## src/rtl/bcd_seven_seg_driver_pkg.sv

```systemverilog
// Shared constants for the multiplexed seven-segment display driver.
package bcd_seven_seg_driver_pkg;

    localparam int unsigned NUM_DIGITS = 8;

    // Active-low anode and cathode idle values (everything dark).
    localparam logic [7:0] ANODE_OFF   = 8'hFF;
    localparam logic [6:0] CATHODE_OFF = 7'h7F;

    // Active-low segment patterns, bit order g..a (bit 6 = g, bit 0 = a).
    localparam logic [6:0] SEG_0 = 7'b1000000;
    localparam logic [6:0] SEG_1 = 7'b1111001;
    localparam logic [6:0] SEG_2 = 7'b0100100;
    localparam logic [6:0] SEG_3 = 7'b0110000;
    localparam logic [6:0] SEG_4 = 7'b0011001;
    localparam logic [6:0] SEG_5 = 7'b0010010;
    localparam logic [6:0] SEG_6 = 7'b0000010;
    localparam logic [6:0] SEG_7 = 7'b1111000;
    localparam logic [6:0] SEG_8 = 7'b0000000;
    localparam logic [6:0] SEG_9 = 7'b0010000;
    localparam logic [6:0] SEG_A = 7'b0001000;
    localparam logic [6:0] SEG_B = 7'b0000011;
    localparam logic [6:0] SEG_C = 7'b1000110;
    localparam logic [6:0] SEG_D = 7'b0100001;
    localparam logic [6:0] SEG_E = 7'b0000110;
    localparam logic [6:0] SEG_F = 7'b0001110;

    // One-cold anode pattern enabling a single digit.
    function automatic logic [7:0] anode_select(input logic [2:0] idx);
        return ~(8'd1 << idx);
    endfunction

endpackage

```

## src/rtl/bin2bcd_comb.sv

```systemverilog
// Combinational 32-bit binary to 10-digit BCD converter (shift-add-3).
module bin2bcd_comb (
    input  logic [31:0] bin,
    output logic [39:0] bcd
);

    // Unrolled double-dabble: adjust every digit, then shift in the next bit.
    always_comb begin
        logic [39:0] acc;
        acc = '0;
        for (int i = 0; i < 32; i++) begin
            for (int d = 0; d < 10; d++) begin
                if (acc[4*d +: 4] >= 4'd5) begin
                    acc[4*d +: 4] = acc[4*d +: 4] + 4'd3;
                end
            end
            acc = {acc[38:0], bin[31-i]};
        end
        bcd = acc;
    end

endmodule

```

## src/rtl/seg7_decode.sv

```systemverilog
// Hex digit to active-low seven-segment pattern (g..a).
module seg7_decode
    import bcd_seven_seg_driver_pkg::*;
(
    input  logic [3:0] digit,
    output logic [6:0] seg
);

    // Full 16-entry table; A-F kept so the decoder is a complete hex decoder.
    always_comb begin
        seg = CATHODE_OFF;
        case (digit)
            4'h0: seg = SEG_0;
            4'h1: seg = SEG_1;
            4'h2: seg = SEG_2;
            4'h3: seg = SEG_3;
            4'h4: seg = SEG_4;
            4'h5: seg = SEG_5;
            4'h6: seg = SEG_6;
            4'h7: seg = SEG_7;
            4'h8: seg = SEG_8;
            4'h9: seg = SEG_9;
            4'hA: seg = SEG_A;
            4'hB: seg = SEG_B;
            4'hC: seg = SEG_C;
            4'hD: seg = SEG_D;
            4'hE: seg = SEG_E;
            4'hF: seg = SEG_F;
            default: seg = CATHODE_OFF;
        endcase
    end

endmodule

```

## src/rtl/bcd_seven_seg_driver.sv

```systemverilog
// 8-digit multiplexed common-anode display driver: binary -> BCD -> scanned segments.
module bcd_seven_seg_driver
    import bcd_seven_seg_driver_pkg::*;
#(
    parameter int unsigned CLKS_PER_TICK = 100000
) (
    input  logic        clock,
    input  logic        reset,
    input  logic [31:0] thirtytwo_bit_number,
    output logic [6:0]  cathode,
    output logic [7:0]  anode,
    output logic [31:0] bcd,
    output logic        overflow,
    output logic        ms_tick
);

    localparam int unsigned CNT_W = $clog2(CLKS_PER_TICK);
    localparam logic [CNT_W-1:0] CNT_MAX = CNT_W'(CLKS_PER_TICK - 1);

    logic [39:0]      bcd_full;
    logic [CNT_W-1:0] div_cnt_q;
    logic [CNT_W-1:0] div_cnt_d;
    logic [2:0]       state_q;
    logic [2:0]       state_d;
    logic [3:0]       scan_digit;
    logic [6:0]       scan_seg;
    logic [7:0]       anode_d;
    logic [6:0]       cathode_d;

    bin2bcd_comb u_bin2bcd (
        .bin (thirtytwo_bit_number),
        .bcd (bcd_full)
    );

    // Register the low 8 digits; anything in the top two digits means > 99,999,999.
    always_ff @(posedge clock or posedge reset) begin
        if (reset) begin
            bcd      <= '0;
            overflow <= 1'b0;
        end else begin
            bcd      <= bcd_full[31:0];
            overflow <= |bcd_full[39:32];
        end
    end

    // Scan-rate divider next state: free-running 0..CLKS_PER_TICK-1.
    always_comb begin
        ms_tick   = (div_cnt_q == CNT_MAX);
        div_cnt_d = ms_tick ? '0 : div_cnt_q + 1'b1;
    end

    // Divider state register.
    always_ff @(posedge clock or posedge reset) begin
        if (reset) begin
            div_cnt_q <= '0;
        end else begin
            div_cnt_q <= div_cnt_d;
        end
    end

    assign scan_digit = bcd[{state_q, 2'b00} +: 4];

    seg7_decode u_seg7 (
        .digit (scan_digit),
        .seg   (scan_seg)
    );

    // Scan next state: on a tick, light the indexed digit and advance (wraps 7 -> 0).
    always_comb begin
        state_d   = state_q;
        anode_d   = anode;
        cathode_d = cathode;
        if (ms_tick) begin
            anode_d   = anode_select(state_q);
            cathode_d = scan_seg;
            state_d   = state_q + 3'd1;
        end
    end

    // Anode and cathode both registered so they switch together without glitches.
    always_ff @(posedge clock or posedge reset) begin
        if (reset) begin
            state_q <= '0;
            anode   <= ANODE_OFF;
            cathode <= CATHODE_OFF;
        end else begin
            state_q <= state_d;
            anode   <= anode_d;
            cathode <= cathode_d;
        end
    end

endmodule

```

## config.mk

```make
export PLATFORM = sky130hd
export DESIGN_NAME = bcd_seven_seg_driver
export DESIGN_NICKNAME = d
export VERILOG_FILES = /design/src/rtl/bcd_seven_seg_driver_pkg.sv /design/src/rtl/bin2bcd_comb.sv /design/src/rtl/seg7_decode.sv /design/src/rtl/bcd_seven_seg_driver.sv
export SDC_FILE = /design/constraint.sdc
export NUM_CORES = 1
export LEC_CHECK = 0
export BUFFER_PORTS_ARGS = -buffer_cell sky130_fd_sc_hd__buf_4
export CAP_MARGIN = 20
export CELL_PAD_IN_SITES_DETAIL_PLACEMENT = 1
export CELL_PAD_IN_SITES_GLOBAL_PLACEMENT = 2
export CORE_UTILIZATION = 39
export CTS_BUF_LIST = sky130_fd_sc_hd__clkbuf_8
export DETAILED_ROUTE_END_ITERATION = 10
export PLACE_DENSITY = 0.88
export SLEW_MARGIN = 20
export SYNTH_ARGS = -nofsm -noshare
export SYNTH_HDL_FRONTEND = slang
export SYNTH_SLANG_ARGS = --single-unit
```

## constraint.sdc

```tcl
create_clock -name clock -period 3 [get_ports clock]
set_input_delay 0.45 -clock clock [delete_from_list [all_inputs] [get_ports clock]]
set_output_delay 0.45 -clock clock [all_outputs]
set_load 0.01 [all_outputs]
```

==> results of run 1 <==
cell families after synthesis:
kind of cell,synth area share (%)
adder cells (fa/ha/maj),9.15
AO/OA/AOI/OAI,38.7
buffers and inverters,6.21
flip-flops,6.97
XOR/XNOR,5.66
AND/OR/NAND/NOR,24.4
multiplexers,8.87
cell usage after synthesis, drive strengths merged, types with 41 or more instances:
cell type and n:
o21ai 240, a211oi 62, nor4 44, mux2i 128, mux2 56, nor3 127
nor2 315, or3 41, xnor2 110, nand3 104, clkbuf 73, a21o 63
a31oi 60, a21oi 216, nand2 257, and2 47, dfrtp 53, ha 179
o21a 49, o211ai 68, inv 280, nand2b 69
metrics by stage:
step / worst slack [ns] / instance area (µm²)
global placement: -18.19 / 38700
detailed placement: -20.79 / 38700
floorplan: -18.84 / 26500
==> reports/results.txt, run 1 <==
Synth Flop Type: dfrtp_1
Rows: 91
postcts setup bufs: 337
biggest area consumer among synthesized cells: ha_1
post-synthesis area per instance: 7.18 µm²
Synth Warn #: 0
Initial Util: 39.7%
syn_nets: 3654
stage reached: 4_1_cts
Placer Congestion: 0.916
EDFF count, synth: 0
number of cells after detailed placement: 5720
# resized after CTS: 734
Post-synth ARST share: 100%
H-tree depth: 3
post-synthesis sequential area ratio: 6.97%
Num CTS Buffers: 9
Root Driver: clkbuf_8
Die X: 254 µm
synth unique cells: 147
cell count after synthesis: 3441
synthesized area: 24700 µm²
DPL Wire Length: 103 mm
Buffers on Ports: 82
Die Y-Extent: 254 µm
Post-CTS Hold Buffers: 0
IO Pins: 83
dominant cells by area after synthesis: ha_1 9.1%, dfrtp_1 5.4%, mux2i_1 4.9%
Stop Error: [ERROR DPL-0033] detailed placement checks failed during check placement.
post-synth top area share: 9.07%
outcome: did not finish
CTS Buffer Depth: 2
Yosys reg bits: 68
# clock sinks: 68
==> inputs of run 2 (changes only) <==
--- a/config.mk
+++ b/config.mk
@@ -7,12 +7,9 @@
 export LEC_CHECK = 0
 export BUFFER_PORTS_ARGS = -buffer_cell sky130_fd_sc_hd__buf_4
 export CAP_MARGIN = 20
-export CELL_PAD_IN_SITES_DETAIL_PLACEMENT = 1
-export CELL_PAD_IN_SITES_GLOBAL_PLACEMENT = 2
-export CORE_UTILIZATION = 39
-export CTS_BUF_LIST = sky130_fd_sc_hd__clkbuf_8
+export CORE_UTILIZATION = 30
 export DETAILED_ROUTE_END_ITERATION = 10
-export PLACE_DENSITY = 0.88
+export PLACE_DENSITY_LB_ADDON = 0.15
 export SLEW_MARGIN = 20
 export SYNTH_ARGS = -nofsm -noshare
 export SYNTH_HDL_FRONTEND = slang
==> run 2 against run 1 <==
The flow now finishes, with violations (negative setup slack); area after synthesis is the same; synthesized cell count is the same.
==> reports/results.txt, run 2 <==
EDFF count, synth: 0
Worst setup EP type: flip-flop
DR WL/cell: 12.7 µm
Synth Warn #: 0
CP required: 3.21 ns
Buffers on Ports: 82
number of cells after detailed placement: 5969
Rows: 104
actual slew at the worst max-slew pin: 0.839 ns
Post-synth ARST share: 100%
Multi-input gate area: 25500 µm²
CTS Buffer Depth: 2
drt total wl: 79.0 mm
Inserted Diodes: 0
DPL Wire Length: 61.2 mm
Die Y-Extent: 289 µm
vias per cell: 5.09
Critical-path top delay cell: or4_4
period utilization: 704%
FF/Latch Area: 1720 µm²
biggest area consumer among synthesized cells: ha_1
critical path arrival: 21.32 ns
worst r2r path cells: 8
reg2reg start: state_q[0]$_DFFE_PP0P_
All-Layer GR Usage: 17.6%
Die ar.: 83500 µm²
share of layout cells above drive strength 1: 54.0%
crit-path max cell delay: 0.50 ns
Root Driver: clkbuf_16
final slew viol count: 0
CORE AREA: 80900 µm²
number of DRC markers in iteration 0: 1185
failing checks: negative setup slack
Worst-Skew Late Latency: 0.33 ns
CTS tree: yes
Synth Flop Type: dfrtp_1
worst relative slew slack: 44.1%
syn_nets: 3654
DRT Pass-1 Iters: 7
Top cell by count, worst path: ha_4
first-pass GRT wire length: 132 mm
vias in the first global route: 29817
# clock sinks: 68
Worst Hold Launch: thirtytwo_bit_number[0]
Layout Cells excl Fill: 6241
Hold Fails Final Rpt: 0
Num CTS Buffers: 9
Min-Delay Path Depth: 1
IO Pins: 83
Fillers: 7604
final setup violation count: 32
clock transition at the registers of the reported paths: 0.05 ns
hold path endpoint: bcd[0]$_DFF_PP0_
Biggest register: bcd
Placer Congestion: 0.846
Post-CTS Hold Buffers: 0
dominant cells by area after synthesis: ha_1 9.1%, dfrtp_1 5.4%, mux2i_1 4.9%
worst min path class: input port to flip-flop
CP startpoint kind: input port
Post-synth top cells: 310 x nor2_1, 250 x nand2_1, 235 x inv_1
Yosys reg bits: 68
outcome: complete, but fails checks
synthesized area: 24700 µm²
post-synth top area share: 9.07%
post-synthesis sequential area ratio: 6.97%
synth unique cells: 147
max FFs per register: 32
Die X: 289 µm
Detail Route Antenna Nets: 0
Layout area overhead: 77.9%
Worst Path Max Fanout: 5
clock period minus worst slack: 21.11 ns
commonest non-fill, non-tap cell in the layout: buf_4
WS Path Type: input port to flip-flop
most frequent cells in the layout: 1771 x buf_4, 278 x nor2_1, 219 x nand2_1
r2r endpoint: cathode[0]$_DFFE_PP1P_
DR vias: 31767
Final #Nets: 5389
total congestion overflow: 0
cell count after synthesis: 3441
H-tree depth: 3
Layout Skew: 0.00422 ns
Initial Util: 30.5%
initial antenna violation count: 0
biggest regs: bcd (32), div_cnt_q (17), anode (8)
RSZ-0062 raised after global routing: yes
pin count of the biggest net entering global routing: 69
post-synthesis area per instance: 7.18 µm²
maximum clock frequency: 47.4 MHz
setup slack after layout: -18.11 ns
most common cell in the synthesized netlist: nor2_1
residual DRC count: 0
maxcap violations: 0
setup slack, reg-to-reg: 0.54 ns
## run 2: kinds of logic (layout without fill, tap and decap cells)
logic type	after synthesis	in the layout	share of synthesized area, %
fa+ha+maj	181	181	9.15
buf+inv	392	2132	6.21
simple gates	1192	1192	24.4
flops	68	68	6.97
xor+xnor	133	133	5.66
mux	193	193	8.87
compound gates	1282	1282	38.7
## run 2: cell type report
type,instances,area share [%]
Timing Repair Buffer,1831,31.9
Tap cell,1060,3.02
Multi-Input combinational cell,2981,58.0
Clock inverter,5,0.120
Sequential cell,68,3.92
Inverter,285,2.52
Clock buffer,11,0.530
## run 2: worst max path at each step
stage,startpoint,to,slack [ns],cells past startpoint
final,thirtytwo_bit_number[30],bcd[24]$_DFF_PP0_,-18.11,132
after global routing,thirtytwo_bit_number[30],bcd[24]$_DFF_PP0_,-19.22,130
after CTS,thirtytwo_bit_number[30],bcd[24]$_DFF_PP0_,-17.63,132
after detailed placement,thirtytwo_bit_number[30],bcd[24]$_DFF_PP0_,-18.63,130
after global placement,thirtytwo_bit_number[30],bcd[17]$_DFF_PP0_,-18.24,133
after floorplan,thirtytwo_bit_number[30],bcd[24]$_DFF_PP0_,-18.84,130
## run 2: repair_timing
item	in CTS	in global routing
endpoints found under the setup margin	32	32
gates resized for setup	154	397
gates cloned	2	1
buffers inserted	125	148
pin swaps	180	271
## run 2: metrics by stage
step / instance area [µm²] / hold WS [ns] / setup WS, ns / util [%] / setup TNS [ns]
floorplan: 26500 / 0.455 / -18.84 / - / -559.56
detailed placement: 39100 / 0.457 / -18.63 / 48.4 / -564.81
CTS: 41100 / 0.218 / -17.63 / 50.8 / -532.98
global route: 43900 / 0.218 / -19.22 / 54.3 / -577.80
finish: 43900 / 0.229 / -18.11 / 54.3 / -541.48
global placement: 39100 / 0.459 / -18.24 / 48.4 / -553.11
## run 2: worst max-delay path: cells and delay by family
family                   cells  cell delay [ns]
AND/OR/NAND/NOR             29             5.09
adder cells (fa/ha/maj)     23             3.96
buffers and inverters       25             2.12
XOR/XNOR                     5             0.79
AO/OA/AOI/OAI               46             8.02
multiplexers                 4             0.81
## run 2: per-layer routing
metal / up-vias / GRT usage, % / part of all wire, %
li1: 16663 / - / -
met1: 14775 / 24.1 / 49
met2: 281 / 31.6 / 49
met3: 48 / 0.669 / 1.5
met4: 0 / 1.59 / 0.69
met5: - / 0 / 0
Power of run 2 is not shown: default switching activity piles up to over one toggle a cycle in this logic, so the estimate is an artifact.
==> inputs of run 3 (changes only) <==
--- a/config.mk
+++ b/config.mk
@@ -5,6 +5,7 @@
 export SDC_FILE = /design/constraint.sdc
 export NUM_CORES = 1
 export LEC_CHECK = 0
+export ABC_AREA = 1
 export BUFFER_PORTS_ARGS = -buffer_cell sky130_fd_sc_hd__buf_4
 export CAP_MARGIN = 20
 export CORE_UTILIZATION = 30
==> run 3 against run 2 <==
The flow still finishes with violations (negative setup slack); maximum frequency grew 27%; critical path type unchanged; via count fell by 23%; final cell count down 9.5%; worst hold slack lost 0.18 ns; largest cell class unchanged; first-iteration DRC count decreased by 46%.
==> reports/results.txt, run 3 <==
Die ar.: 69500 µm²
post-synthesis area per instance: 5.98 µm²
H-tree depth: 3
worst r2r path cells: 10
residual DRC count: 0
commonest non-fill, non-tap cell in the layout: buf_4
maximum clock frequency: 60.0 MHz
most common cell in the synthesized netlist: nand2_1
Layout area overhead: 72.0%
Worst setup EP type: flip-flop
first-pass GRT wire length: 91.0 mm
crit-path max cell delay: 0.25 ns
synth unique cells: 56
number of cells after detailed placement: 5437
DR WL/cell: 8.92 µm
Buffers on Ports: 82
most frequent cells in the layout: 1302 x buf_4, 776 x nand2_1, 496 x nand2_2
syn_nets: 3643
initial antenna violation count: 0
pin count of the biggest net entering global routing: 60
Layout Cells excl Fill: 5649
setup slack after layout: -13.66 ns
dominant cells by area after synthesis: nand2_1 18%, ha_1 11%, nand2_2 11%
# clock sinks: 68
worst min path class: input port to asynchronous set/reset pin
failing checks: negative setup slack
final slew viol count: 0
Critical-path top delay cell: or2_4
CTS tree: yes
Buf/Inv on CP: 22
Top cell by count, worst path: nand2_2
DR vias: 24378
Inserted Diodes: 0
total congestion overflow: 0
max FFs per register: 32
Crit. Startpoint: thirtytwo_bit_number[30]
Post-synth ARST share: 100%
IO Pins: 83
final setup violation count: 32
post-synthesis sequential area ratio: 8.38%
drt total wl: 50.4 mm
vias in the first global route: 22649
biggest regs: bcd (32), div_cnt_q (17), anode (8)
period utilization: 555%
Worst Path Max Fanout: 4
CORE AREA: 67400 µm²
actual slew at the worst max-slew pin: 0.729 ns
Synth Warn #: 0
post-synth top area share: 18.3%
total negative setup slack: -422.25 ns
worst relative slew slack: 50.9%
Worst-Skew Late Latency: 0.33 ns
Die X: 264 µm
cell count after synthesis: 3430
CP required: 3.21 ns
Synth Flop Type: dfrtp_1
r2r endpoint: cathode[3]$_DFFE_PP1P_
All-Layer GR Usage: 14.2%
CTS Buffer Depth: 2
Fillers: 6602
number of DRC markers in iteration 0: 640
critical path arrival: 16.87 ns
Root Driver: clkbuf_16
maxcap violations: 0
reg2reg start: state_q[1]$_DFFE_PP0P_
clock period minus worst slack: 16.66 ns
Die Y-Extent: 264 µm
Biggest register: bcd
Hold Fails Final Rpt: 0
share of layout cells above drive strength 1: 56.1%
DPL Wire Length: 40.9 mm
CP startpoint kind: input port
Cell Area, Placed: 31300 µm²
RSZ-0062 raised after global routing: yes
Rows: 95
Layout Cell Area excl Fill: 35300 µm²
WS Path Type: input port to flip-flop
DRT Pass-1 Iters: 5
Num CTS Buffers: 9
outcome: complete, but fails checks
vias per cell: 4.32
Placer Congestion: 0.800
Post-synth top cells: 999 x nand2_1, 477 x inv_1, 385 x nand3_1
CP delay by family, top: simple AND/OR/NAND/NOR gates
EDFF count, synth: 0
Initial Util: 30.4%
synthesized area: 20500 µm²
Yosys reg bits: 68
Final #Nets: 4984
biggest area consumer among synthesized cells: nand2_1
Layout Skew: 0.00723 ns
Detail Route Antenna Nets: 0
clock transition at the registers of the reported paths: 0.06 ns
Post-CTS Hold Buffers: 0
setup slack, reg-to-reg: 0.39 ns
run 3: changes by cell type after synthesis, sizes merged, moves of 107 or more:
cell / before / now
a21oi: 216 / 27
inv: 280 / 587
mux2i: 128 / 0
nand2: 257 / 1440
nand3: 104 / 497
nor2: 315 / 118
nor3: 127 / 5
xnor2: 110 / 3
run 3: what timing repair did:
item,4_1_cts,5_1_grt
setup buffers,139,57
gates resized for setup,208,326
pin swaps,201,278
setup endpoints to repair,32,32
run 3: worst max path at each step:
| stage | slack (ns) | cells past startpoint | to |
|---|---|---|---|
| 2_1_floorplan | -14.01 | 172 | bcd[14]$_DFF_PP0_ |
| 3_3_place_gp | -14.10 | 172 | bcd[14]$_DFF_PP0_ |
| 3_5_place_dp | -14.45 | 172 | bcd[14]$_DFF_PP0_ |
| 4_1_cts | -13.70 | 162 | bcd[14]$_DFF_PP0_ |
| 5_1_grt | -14.95 | 178 | bcd[25]$_DFF_PP0_ |
| 6_report | -13.66 | 160 | bcd[14]$_DFF_PP0_ |
run 3: per-stage QoR:
stage          util [%]  worst slack, ns  hold WS, ns
6_report           52.4           -13.66       0.0484
5_1_grt            52.4           -14.95       0.0544
4_1_cts            49.7           -13.70       0.0465
3_5_place_dp       46.5           -14.45        0.398
3_3_place_gp       46.5           -14.10        0.396
2_1_floorplan         -           -14.01        0.433
run 3: cells by family after synthesis:
logic type               count (synthesis)  share of synthesized area (%)
AO/OA/AOI/OAI                          242                           8.10
adder cells (fa/ha/maj)                179                           10.9
flip-flops                              68                           8.38
buffers and inverters                  609                           11.2
XOR/XNOR                                44                           2.24
AND/OR/NAND/NOR                       2288                           59.2
run 3: worst reg2reg max path, cell delays in order (launching register included):
cell and delay [ns]:
dfrtp_1 0.50, clkinv_1 0.24, o21ai_0 0.12, o22ai_1 0.14, inv_1 0.05, o21ai_0 0.58, inv_1 0.20, ha_1 0.33
nand3_1 0.10, o311ai_0 0.12, o21ai_0 0.17
run 3: final cells by class:
class                           count  area [µm²]  area share, %
Clock inverter                      7        52.6          0.149
Sequential cell                    68        1720           4.87
Timing Repair Buffer             1337       10200           29.0
Multi-Input combinational cell   2753       19700           55.7
Inverter                          602        2310           6.54
Tap cell                          873        1090           3.09
Clock buffer                        9         225          0.638
run 3: routing by layer:
metal  routed length (µm)  GRT usage [%]
met5                    0              0
met2                24800           26.0
met1                25000           19.0
met3                  379          0.552
met4                  180           1.01
Power of run 3 is left out for the same reason.
